==> src/rtl/dlx_fetch_stage.sv <==
// DLX instruction-fetch stage: owns the PC, reads the instruction SRAM combinationally,
// and fills the IF/ID register with stall, branch-squash and TRAP-halt handling.
module dlx_fetch_stage #(
  parameter logic [31:0] RESET_PC    = 32'h00000000,
  parameter logic [31:0] NOP_INSTR   = 32'h00000000,
  parameter logic [5:0]  TRAP_OPCODE = 6'h11
) (
  input  logic        clk,
  input  logic        reset,
  output logic [31:0] imem_addr,
  input  logic [31:0] imem_data,
  input  logic        stall,
  input  logic        branch_taken,
  input  logic [31:0] branch_target,
  output logic [31:0] if_id_instr,
  output logic [31:0] if_id_pc4,
  output logic        if_id_valid,
  output logic        halted,
  output logic [31:0] fetch_count
);

  typedef enum logic [0:0] {
    RUN    = 1'b0,
    HALTED = 1'b1
  } state_t;

  state_t      state, state_next;
  logic [31:0] pc, pc_next;
  logic [31:0] pc_plus4;
  logic [31:0] instr_next;
  logic [31:0] pc4_next;
  logic        valid_next;
  logic [31:0] count_next;
  logic        fetch_trap;

  assign imem_addr  = pc;
  assign halted     = (state == HALTED);
  assign pc_plus4   = pc + 32'd4;
  assign fetch_trap = (imem_data[31:26] == TRAP_OPCODE);

  always_comb begin
    state_next = state;
    pc_next    = pc;
    instr_next = if_id_instr;
    pc4_next   = if_id_pc4;
    valid_next = if_id_valid;
    count_next = fetch_count;

    if (branch_taken) begin
      // Redirect wins over stall and also releases a wrong-path TRAP halt.
      pc_next    = branch_target & 32'hFFFF_FFFC;
      instr_next = NOP_INSTR;
      pc4_next   = '0;
      valid_next = 1'b0;
      state_next = RUN;
    end else begin
      case (state)
        RUN: begin
          if (!stall) begin
            instr_next = imem_data;
            pc4_next   = pc_plus4;
            valid_next = 1'b1;
            count_next = fetch_count + 32'd1;
            if (fetch_trap) begin
              state_next = HALTED;
            end else begin
              pc_next = pc_plus4;
            end
          end
        end
        HALTED: begin
          if (!stall) begin
            instr_next = NOP_INSTR;
            pc4_next   = '0;
            valid_next = 1'b0;
          end
        end
        default: state_next = RUN;
      endcase
    end
  end

  always_ff @(posedge clk) begin
    if (reset) begin
      state       <= RUN;
      pc          <= RESET_PC;
      if_id_instr <= NOP_INSTR;
      if_id_pc4   <= '0;
      if_id_valid <= 1'b0;
      fetch_count <= '0;
    end else begin
      state       <= state_next;
      pc          <= pc_next;
      if_id_instr <= instr_next;
      if_id_pc4   <= pc4_next;
      if_id_valid <= valid_next;
      fetch_count <= count_next;
    end
  end

endmodule

==> config.mk <==
export PLATFORM = sky130hd
export DESIGN_NAME = dlx_fetch_stage
export DESIGN_NICKNAME = d
export VERILOG_FILES = /design/src/rtl/dlx_fetch_stage.sv
export SDC_FILE = /design/constraint.sdc
export NUM_CORES = 1
export LEC_CHECK = 0
export CORE_MARGIN = 2
export CORE_UTILIZATION = 42
export CTS_BUF_LIST = sky130_fd_sc_hd__clkbuf_4
export DETAILED_ROUTE_END_ITERATION = 8
export HOLD_SLACK_MARGIN = 0.15
export PLACE_DENSITY_LB_ADDON = 0.08
export SLEW_MARGIN = 20
export SYNTH_ARGS = -nofsm -noshare
export SYNTH_HDL_FRONTEND = slang
export SYNTH_SLANG_ARGS = --single-unit
==> constraint.sdc <==
create_clock -name clk -period 2.4 [get_ports clk]
set_input_delay 0.72 -clock clk [delete_from_list [all_inputs] [get_ports clk]]
set_output_delay 0.72 -clock clk [all_outputs]
set_load 0.01 [all_outputs]
==> results.cfg <==
[synthesis]
synth_commonest_cells = 126 x dfxtp_1, 100 x nor2_1, 51 x nand2_1
synth_top_family_by_area = simple AND/OR/NAND/NOR gates
synthDistinctLibCells = 51
synthXorXnorAreaFrac = 0.106
yosysSeqAreaShare = 0.456
ys_seq_elements = 126
synth_compound_gate_area_share = 0.144
async_flop_share = 0
ys_warn_count = 0
synthMostInstantiatedCell = dfxtp_1
avgSynthCellArea_sq_um = 8.77
synth_top_cell_area_share = 0.456
synth_top_area_cell = dfxtp_1
synth_edf_count = 0
muxShareOfSynthArea = 0.0129
synth.top_cells.by_area = dfxtp_1 46%, xor2_1 7.0%, a22oi_1 6.8%
synth_fa_ha_area_frac = 0.00452
syn_inst = 631
syn_area_sq_um = 5530
synth-simple-area-share = 0.231
yosys_most_used_dff = dfxtp_1

[floorplanning]
initial_core_util = 0.435
pin_count = 198
fp.dieW_um = 119
rows = 41
coreArea_sq_um = 12700
dieHeight_um = 119
die-area_sq_um = 14100

[clocking]
clockBufferDepth = 2
cts_tree = done
numCtsBuffers = 17
htreeDepth = 4
clk_latency_ns = 0.54
postCtsHoldBufs = 0
path_clk_slew_ns = 0.11
cts_sinks = 126
root_buffer = clkbuf_4
cts_setup_buffers = 0
cts-resized-gates = 0

[global_routing]
groute.usage.overall = 0.236
grt-ovfl-total = 0
grt_pass1_wl_um = 26800
grt_antenna_before_repair = 0
grt_max_degree = 46
grt_pass1_vias = 5342

[detailed_routing]
wl_per_cell_um = 15.8
top_layer = met4
drt_wl_total_um = 16300
met1_length_um = 6940
dr.pass1.iters = 4
wl_met3_um = 1270
drc = 0
drt_iter0_markers = 286
avgViaCountPerCell = 5.24
detail-route-antenna-nets = 0
wl_met2_um = 7730
vias = 5376

[setup_path]
cpMaxStageDelayCell = clkdlybuf4s50_1
startpoint = imem_addr[11]
worstSetupPathType = reg2out
start_kind = register
worst_setup_path_end_kind = output pin
cpPeakStageDelay_ns = 0.55
path_cells = buf_4 -> clkdlybuf4s50_1
required_ns = 1.68
reg2reg_from = imem_addr[16]
critPathArrivalTime_ns = 1.60
cp_max_fo = 5

[power_and_ir_drop]
power.leakage_nw = 3.07
cellPowerDensity_nw_per_um2 = 523
fin_total_pwr_mw = 4.23
ir_drop_v = 0.000342

[timing]
slew_viol_final = 0
post-route-period-util = 0.967
hold_violations = 0
worstMarginPinSlew_ns = 0.705
fin_skew_ns = 0.0124
slew_headroom = 0.526
setup_tns_ns = 0
min_period_ns = 2.32
setup_viol = 0
fmax_mhz = 431

[worst_hold_path]
hold_class = reg2reg
hp-start = if_id_pc4[21]

[finish]
nets = 914
nFillCells = 1173
syn_to_final_growth_pct = 46.2
drive_gt1_frac = 0.116
final_core_util = 0.636
antenna_cells = 0

[placement]
hpwl_um = 11800
gp_congestion = 0.840
port_buffers = 191

[job]
cap_violations = 0

[outcome]
status = finished clean
final cells by class:
| cell class | count | area (sq um) | share of cell area |
|---|---|---|---|
| sequential | 126 | 2530 | 0.313 |
| clock buffer | 18 | 135 | 0.0167 |
| clock inverter | 11 | 126 | 0.0156 |
| multi-input combinational | 452 | 2780 | 0.343 |
| tap | 172 | 215 | 0.0266 |
| inverter | 11 | 41.3 | 0.00510 |
| timing repair buffer | 236 | 2260 | 0.280 |
cell usage in the layout, fill, tap and decap left out, drive strengths merged, types with 6 or more instances in the layout:
master         count
a21oi             10
a22oi             50
and3               7
buf               47
clkbuf            18
clkdlybuf4s50    185
clkinv             8
dfxtp            126
inv               11
mux2i              6
nand2             51
nand3             24
nand4             22
nor2             100
nor2b             14
nor3              13
nor4               7
o21ai             24
o22ai             11
xnor2             23
xor2              44
per-stage QoR:
stage	cells	hold WS (ns)	area [sq um]	worst slack [ns]
6_report	1026	0.457	8090	0.0793
5_1_grt	1026	0.498	8090	-0.000109
4_1_cts	1026	0.464	8070	0.00901
3_5_place_dp	997	0.443	7810	-0.286
3_3_place_gp	997	0.436	7810	-0.248
2_1_floorplan	634	0.471	5550	0.108
sequential cells by signal (all words and copies together), names as in the netlist:
signal	flops
imem_addr	30
fetch_count	32
if_id_valid	1
halted	1
if_id_pc4	30
if_id_instr	32
worst max-delay path, delay by kind of cell (launching register included):
family	cells	cell delay [ns]
buf+inv	2	0.70
flops	1	0.37
metal layers:
metal,global-route usage,up-vias
li1,-,2625
met1,0.283,2531
met2,0.387,194
met3,0.0835,26
met4,0.0871,0
met5,0,-
cells by family after synthesis:
kind of cell | after synthesis
compound gates | 118
xor+xnor | 67
fa+ha+maj | 2
buf+inv | 56
flops | 126
mux | 7
other cells | 1
simple gates | 254
worst paths after layout:
check	to	slack, ns	cells after the start
max	imem_addr[11]	0.08	2
min	if_id_pc4[21]	0.46	2
max reg2reg	imem_addr[21]	0.24	5
min reg2reg	if_id_pc4[21]	0.46	2
where the power goes:
group          internal, mW  switching [mW]
clock                 0.696           0.737
combinational         0.319           0.263
sequential             2.15          0.0594
total                  3.17            1.06
Power figures use the tool's default switching activity.
